--- config.mk ---
export PLATFORM = sky130hd
export DESIGN_NAME = portas_logicas_pipe
export DESIGN_NICKNAME = d
export VERILOG_FILES = /design/src/rtl/portas_logicas_pipe.sv
export SDC_FILE = /design/constraint.sdc
export NUM_CORES = 1
export LEC_CHECK = 0
export CAP_MARGIN = 5
export CELL_PAD_IN_SITES_DETAIL_PLACEMENT = 1
export CELL_PAD_IN_SITES_GLOBAL_PLACEMENT = 1
export CORE_ASPECT_RATIO = 1.75
export CORE_MARGIN = 5
export CORE_UTILIZATION = 38
export CTS_BUF_LIST = sky130_fd_sc_hd__clkbuf_2 sky130_fd_sc_hd__clkbuf_4 sky130_fd_sc_hd__clkbuf_8
export CTS_CLUSTER_DIAMETER = 150
export DETAILED_ROUTE_END_ITERATION = 10
export PLACE_DENSITY = 0.9
export SLEW_MARGIN = 20
export SYNTH_ARGS = -nofsm -noshare
export SYNTH_HDL_FRONTEND = slang
export SYNTH_SLANG_ARGS = --single-unit
--- constraint.sdc ---
create_clock -name clk -period 2.2 [get_ports clk]
set_input_delay 0.44 -clock clk [delete_from_list [all_inputs] [get_ports clk]]
set_output_delay 0.44 -clock clk [all_outputs]
set_load 0.02 [all_outputs]
--- src/rtl/portas_logicas_pipe.sv ---
// Two-stage pipelined bitwise gate block with valid/ready handshake and eq/zero flags.
// Build option PORTAS_LOGICAS_ACC_EN adds an accumulator that can replace operand b.
module portas_logicas_pipe #(
   parameter int W = 3
) (
   input  logic         clk,
   input  logic         rst,
   input  logic         in_valid,
   output logic         in_ready,
   input  logic [2:0]   op,
   input  logic         acc,
   input  logic         acc_clr,
   input  logic [W-1:0] a,
   input  logic [W-1:0] b,
   output logic         out_valid,
   input  logic         out_ready,
   output logic [W-1:0] y,
   output logic         eq,
   output logic         zero
);

   logic         s1_v_q, s1_v_d;
   logic [W-1:0] s1_a_q, s1_a_d;
   logic [W-1:0] s1_b_q, s1_b_d;
   logic [2:0]   s1_op_q, s1_op_d;
   logic         s2_v_q, s2_v_d;
   logic [W-1:0] y_q, y_d;
   logic         eq_q, eq_d;
   logic         zero_q, zero_d;

   logic         accept;
   logic         advance;
   logic [W-1:0] b_eff;
   logic [W-1:0] y_calc;

   assign advance  = s1_v_q && (!s2_v_q || out_ready);
   assign in_ready = !s1_v_q || advance;
   assign accept   = in_valid && in_ready;

`ifdef PORTAS_LOGICAS_ACC_EN
   logic         s1_acc_q, s1_acc_d;
   logic [W-1:0] acc_q, acc_d;

   assign b_eff = s1_acc_q ? acc_q : s1_b_q;

   always_comb begin
      s1_acc_d = s1_acc_q;
      if (accept) s1_acc_d = acc;
   end

   // Clear beats the load; the advancing beat already used the old value.
   always_comb begin
      acc_d = acc_q;
      if (acc_clr)      acc_d = '0;
      else if (advance) acc_d = y_calc;
   end

   always_ff @(posedge clk or posedge rst) begin
      if (rst) begin
         s1_acc_q <= 1'b0;
         acc_q    <= '0;
      end else begin
         s1_acc_q <= s1_acc_d;
         acc_q    <= acc_d;
      end
   end
`else
   logic unused_acc_ports;

   assign unused_acc_ports = ^{acc, acc_clr};
   assign b_eff            = s1_b_q;
`endif

   always_comb begin
      y_calc = '0;
      case (s1_op_q)
         3'b000:  y_calc = s1_a_q & b_eff;
         3'b001:  y_calc = s1_a_q | b_eff;
         3'b010:  y_calc = ~(s1_a_q & b_eff);
         3'b011:  y_calc = ~(s1_a_q | b_eff);
         3'b100:  y_calc = s1_a_q ^ b_eff;
         3'b101:  y_calc = ~(s1_a_q ^ b_eff);
         3'b110:  y_calc = ~s1_a_q;
         default: y_calc = s1_a_q;
      endcase
   end

   always_comb begin
      s1_v_d  = s1_v_q;
      s1_a_d  = s1_a_q;
      s1_b_d  = s1_b_q;
      s1_op_d = s1_op_q;
      if (accept) begin
         s1_v_d  = 1'b1;
         s1_a_d  = a;
         s1_b_d  = b;
         s1_op_d = op;
      end else if (advance) begin
         s1_v_d  = 1'b0;
      end
   end

   always_comb begin
      s2_v_d = s2_v_q;
      y_d    = y_q;
      eq_d   = eq_q;
      zero_d = zero_q;
      if (advance) begin
         s2_v_d = 1'b1;
         y_d    = y_calc;
         eq_d   = (s1_a_q == b_eff);
         zero_d = (y_calc == '0);
      end else if (out_ready && s2_v_q) begin
         s2_v_d = 1'b0;
      end
   end

   always_ff @(posedge clk or posedge rst) begin
      if (rst) begin
         s1_v_q  <= 1'b0;
         s1_a_q  <= '0;
         s1_b_q  <= '0;
         s1_op_q <= '0;
         s2_v_q  <= 1'b0;
         y_q     <= '0;
         eq_q    <= 1'b0;
         zero_q  <= 1'b0;
      end else begin
         s1_v_q  <= s1_v_d;
         s1_a_q  <= s1_a_d;
         s1_b_q  <= s1_b_d;
         s1_op_q <= s1_op_d;
         s2_v_q  <= s2_v_d;
         y_q     <= y_d;
         eq_q    <= eq_d;
         zero_q  <= zero_d;
      end
   end

   assign out_valid = s2_v_q;
   assign y         = y_q;
   assign eq        = eq_q;
   assign zero      = zero_q;

endmodule
==> run metrics, run 1 <==
top cells by area, synth=dfrtp_1 43%, mux2_2 13%, ha_1 8.0%, mux2i_1 4.3%, nand2b_1 3.3%; Fillers=257; Mean Syn Cell Area=11.1 um2; die width=47.5 um; crit-path max cell delay=620 ps; DIE AREA=3590 um2; area delta synth->final=28.9%; Leakage=0.539 nW; Syn Inst Count=84; dpl hpwl=1660 um; delay-heaviest family, CP=buffers and inverters; Routed Antenna Nets=0; global route hottest layer=met2; Clock Tree Root=clkbuf_8; Final min period=2110 ps; final worst setup slack=86.1 ps; Multi-input gate area=487 um2; power per cell area=864 nW/um2; sequential fraction of the synthesis area=42.8%; first-pass GRT wire length=3770 um; max cap viols=0; Final setup viols=0; grt met1 use=16.8%; CTS buffer count=3; clock skew=3.73 ps; GRT overflow=0; Antenna diodes=0; Synth top area share=42.8%; Data required, critical path=1760 ps; synthesized net count=105; critical-path cell list=clkdlybuf4s50_1 > nand3b_1 > clkdlybuf4s50_1; Final Max Slew Viols=0; Critical Path AT=1670 ps; clk_lat worst skew=250 ps; Cell Area, Synth=935 um2; Startpoint Class=input port; share of layout cells above drive strength 1=20.8%; Post-CTS Resized=0; Slew @ Worst Pin=619 ps; Hold Crit Class=reg2reg; H-tree levels=1; register area=400 um2; vias in the first global route=815; GP Congestion=0.726; Seq cells post-synth=16; CP bufs+invs=2; Core Region=2330 um2; # rows=23; outcome=completed; DRT Pass-1 Iters=4; die height=75.6 um; GR Util met2=26.4%; final WL=2200 um; gr usage total=14.8%; largest net degree at the start of global routing=17; worst slack, placed=78.8 ps; PortBufs=19; Tcrit/Tclk final=96.1%; Final Hold Viols=0; clock sinks=16; initial antenna violation count=0; Worst VDD drop=0.515 mV; design area=1200 um2; GRT met3 Usage=2.13%; Worst path most repeated cell=clkdlybuf4s50_1; Residual DRC=0; fmax=473 MHz; Vias=709; worst-path maximum fanout=3; Nets=128; RSZ-0062 raised after global routing=no; Avg WL per Cell=16.8 um; crit path capture type=primary output; Starting DRT DRC Count=13; library cells used by synthesis=26; placed cell areas=1150 um2; CTS tree=done; Starting Density=40.1%; most area-hungry cell type in the Yosys netlist=dfrtp_1; Clock transition at path regs=60 ps; hold_buf cts=0; Rel. slew slack=58.7%; total power=1.04 mW; io pins=22; Setup CP Type=in2out; slowest CP cell=clkdlybuf4s50_1; setup TNS=0 ps; YS warnings=0; drt via density=5.41; Post-CTS Setup Bufs=0; Bufs on Longest Clock Path=2
through the flow:
stage	hold slack, ps	instances	util (%)
final	497	131	51.7
after global routing	532	131	51.7
after CTS	508	131	51.7
after detailed placement	480	127	49.3
after global placement	466	127	49.3
after floorplan	354	84	-
logic make-up after synthesis:
| group | after synthesis | share of synthesized area [%] |
|---|---|---|
| AND/OR/NAND/NOR | 23 | 13.5 |
| buffers and inverters | 10 | 5.09 |
| AO/OA/AOI/OAI | 11 | 8.70 |
| multiplexers | 16 | 19.9 |
| XOR/XNOR | 2 | 1.87 |
| adder cells (fa/ha/maj) | 6 | 8.03 |
| flip-flops | 16 | 42.8 |
power by group:
part,internal [mW],switching [mW],total (mW)
combinational,0.199,0.174,0.374
sequential,0.351,0.0592,0.410
clock,0.159,0.0988,0.257
layout make-up:
type | instances | area share (%)
clock buffer | 4 | 4.57
inverter | 7 | 2.18
multi-input combinational | 58 | 40.4
sequential | 16 | 33.2
tap | 25 | 2.60
timing repair buffer | 21 | 17.0
registers in the layout, indices dropped and copies added (netlist names):
register / flops
out_valid: 1
s1_a_q: 3
s1_v_q: 1
zero: 1
eq: 1
y: 3
b_eff: 3
s1_op_q: 3
placed cells by master (no fill, tap or decap):
cell / netlist / layout
mux2i_1: 4 / 4
nor2_1: 4 / 4
xor2_1: 1 / 1
or3b_2: 2 / 2
xnor2_1: 1 / 1
clkbuf_8: 0 / 4
buf_4: 0 / 2
nand4b_1: 1 / 1
nor2b_1: 1 / 1
a22o_1: 1 / 1
ha_1: 6 / 6
mux4_2: 1 / 1
nand3b_1: 2 / 2
inv_1: 7 / 7
dfrtp_1: 16 / 16
o22ai_1: 1 / 1
a21oi_1: 3 / 3
clkdlybuf4s50_1: 0 / 19
or2_2: 1 / 1
a2111oi_2: 1 / 1
a22oi_1: 1 / 1
nand2_1: 7 / 7
mux2_2: 11 / 11
o41ai_1: 1 / 1
o21ai_0: 2 / 2
a32o_1: 1 / 1
nand2b_1: 5 / 5
path summary, 6_finish.rpt:
path | cells past startpoint | end | startpoint | slack, ps
max | 3 | in_ready | out_ready | 90
min | 2 | y[1]$_DFFE_PP0P_ | y[1]$_DFFE_PP0P_ | 500
max reg2reg | 5 | zero$_DFFE_PP0P_ | s1_a_q[2]$_DFFE_PP0P_ | 240
min reg2reg | 2 | y[1]$_DFFE_PP0P_ | y[1]$_DFFE_PP0P_ | 500
max in group asynchronous | 2 | eq$_DFFE_PP0P_ | rst | 1210
min in group asynchronous | 2 | zero$_DFFE_PP0P_ | rst | 590
synthesized netlist by cell type:
| cell | number |
|---|---|
| nand4b_1 | 1 |
| nand3b_1 | 2 |
| a22oi_1 | 1 |
| a32o_1 | 1 |
| nand2_1 | 7 |
| ha_1 | 6 |
| buf_6 | 1 |
| inv_1 | 7 |
| or2_2 | 1 |
| a2111oi_2 | 1 |
| xor2_1 | 1 |
| o22ai_1 | 1 |
| nor2_1 | 4 |
| o41ai_1 | 1 |
| mux4_2 | 1 |
| a22o_1 | 1 |
| buf_2 | 2 |
| mux2_2 | 11 |
| o21ai_0 | 2 |
| a21oi_1 | 3 |
| mux2i_1 | 4 |
| dfrtp_1 | 16 |
| xnor2_1 | 1 |
| nor2b_1 | 1 |
| nand2b_1 | 5 |
| or3b_2 | 2 |
metal layers:
metal / part of all wire, % / up-vias
met3: 2.1 / 2
met2: 58 / 8
met1: 39 / 363
met4: 0.91 / 0
li1: - / 336
met5: 0 / -
worst register-to-register path: cells and delay by family, from the launching register on:
family | cells | cell delay [ps]
muxes | 2 | 750
DFF | 1 | 420
adders and majority gates | 1 | 340
AOI/OAI and AO/OA | 1 | 270
buffers and inverters | 1 | 70
(Power assumes the default switching activity.)
==> run 2, diff against run 1 <==
- CORE_MARGIN: 5 -> 2
- MAX_ROUTING_LAYER: default -> met4
==> run metrics, run 2 (synthesis gave the netlist of run 1 again) <==
Flop pwr share=39.1% (-0.3 points); Final Max Slew Viols=0 (unchanged); gr usage total=17.8% (+3.0 points); Critical Path AT=2070 ps (+400 ps); internal power=0.707 mW (-0.26%); reg-to-reg startpoint=s1_a_q[2]$_DFFE_PP0P_; GP Congestion=0.682 (-6.1%); clock skew=4.98 ps (+1.24 ps); share of layout cells above drive strength 1=20.0% (-0.75 points); largest net degree at the start of global routing=17 (unchanged); Setup CP Type=reg2reg; total power=1.05 mW (+0.52%); Antenna diodes=0 (unchanged); power per cell area=872 nW/um2 (+0.94%); drt via density=5.43 (+0.34%); fmax=518 MHz (+9.6%); CP bufs+invs=1 (-1); final worst setup slack=271 ps (+185 ps); Fillers=264 (+2.7%); io pins=22 (unchanged); fin util=52.1% (+0.43 points); worst-path maximum fanout=5 (+2); most frequent cells in the layout=18 x clkdlybuf4s50_1, 16 x dfrtp_1, 11 x mux2_2; Nets=127 (-0.78%); die height=69.6 um (-7.9%); CTS buffer count=3 (unchanged); clk_lat worst skew=260 ps (about the same); final std cells w/o fill=130 (-0.76%); H-tree levels=1 (unchanged); Final min period=1930 ps (-185 ps); DRT Pass-1 Iters=4 (unchanged); Clock Tree Root=clkbuf_8; DIE AREA=2890 um2 (-20%); RSZ-0062 raised after global routing=no; design area=1200 um2 (-0.42%); placed cells=126 (-0.79%); final WL=2130 um (-3.0%); reg2reg path depth=5 (unchanged); dpl hpwl=1610 um (-3.2%); hold_sp=y[1]$_DFFE_PP0P_; Hold Crit Class=reg2reg; initial antenna violation count=0 (unchanged); Starting DRT DRC Count=12 (-1); setup TNS=0 ps (unchanged); outcome=completed; critical-path cell list=inv_1 > ha_1 > mux2_2 > mux4_2 > a32o_1; max cap viols=0 (unchanged); Comb power frac=35.2% (-0.7 points); Final Hold Viols=0 (unchanged); hold_buf cts=0 (unchanged); Rel. slew slack=56.7% (-2.0 points); crit-path max cell delay=470 ps (-150 ps); Bufs on Longest Clock Path=2 (unchanged); Worst VDD drop=0.480 mV (-6.8%); Tcrit/Tclk final=87.7% (-8.4 points); Min Hold Slack=487 ps (-9.10 ps); first-pass GRT wire length=3750 um (-0.74%); Leakage=0.538 nW (-0.12%); clock share of power=25.7% (+1.0 points); crit path capture type=register; Residual DRC=0 (unchanged); Data required, critical path=2340 ps (+580 ps); flop2flop setup slack=270 ps (+30 ps); CTS tree=done; vias in the first global route=793 (-2.7%); # rows=23 (unchanged); sw frac=32.4% (+0.53 points); delay-heaviest family, CP=multiplexers; Final setup viols=0 (unchanged); hold path depth=2 (unchanged); PortBufs=19 (unchanged); die width=41.5 um (-13%); slowest CP cell=mux4_2; worst slack, placed=78.9 ps (+0.0922 ps); Starting Density=40.6% (+0.50 points); Routed Antenna Nets=0 (unchanged); placed cell areas=1140 um2 (-0.65%); Core Region=2300 um2 (-1.2%); Switch Pwr=0.339 mW (+2.2%); Hold EP=y[1]$_DFFE_PP0P_; clock sinks=16 (unchanged); RR Endpoint=zero$_DFFE_PP0P_; most common cell after layout, fill and taps aside=clkdlybuf4s50_1; Slew @ Worst Pin=649 ps (+30.1 ps); area delta synth->final=28.4%; GRT overflow=0 (unchanged); Startpoint Class=register; Clock transition at path regs=60 ps (about the same); Critical Path Stages=5 (+2); Avg WL per Cell=16.4 um (-2.2%); Vias=706 (-0.42%)
run 2: layer usage:
| layer | wire length (um) | track usage [%] |
|---|---|---|
| met1 | 778 | 17.9 |
| met2 | 1250 | 32.5 |
| met3 | 53 | 2.34 |
| met4 | 48 | 8.60 |
| met5 | 0 | - |
run 2: tightest hold or removal path, delay by kind of cell, from the launching register on:
kind	cells	cell delay, ps
flops	1	340
compound gates	1	60
simple gates	1	50
run 2: how the worst max path moves through the flow:
| stage | endpoint | start |
|---|---|---|
| after floorplan | zero$_DFFE_PP0P_ | s1_a_q[2]$_DFFE_PP0P_ |
| after detailed placement | in_ready | out_ready |
| final | zero$_DFFE_PP0P_ | s1_a_q[2]$_DFFE_PP0P_ |
| after global placement | in_ready | out_ready |
| after global routing | zero$_DFFE_PP0P_ | s1_a_q[2]$_DFFE_PP0P_ |
| after CTS | in_ready | out_ready |
run 2: layout make-up:
| class | count | area (um2) | area share [%] |
|---|---|---|---|
| multi-input combinational | 58 | 487 | 40.6 |
| tap | 25 | 31.3 | 2.61 |
| inverter | 7 | 26.3 | 2.19 |
| timing repair buffer | 20 | 200 | 16.7 |
| clock buffer | 4 | 55.1 | 4.59 |
| sequential | 16 | 400 | 33.4 |
run 2: timing repair:
item / CTS / global route
gates resized for setup: 0 / 1
buffers inserted: 0 / 0
setup endpoints to repair: 0 / 1
run 2: power by group through the flow:
stage	Combinational, mW	Sequential [mW]	Clock (mW)
3_5_place_dp	0.368	0.415	0
5_1_grt	0.403	0.421	0.285
3_3_place_gp	0.350	0.408	0
2_1_floorplan	0.214	0.429	0
6_report	0.368	0.410	0.269
4_1_cts	0.373	0.411	0.273
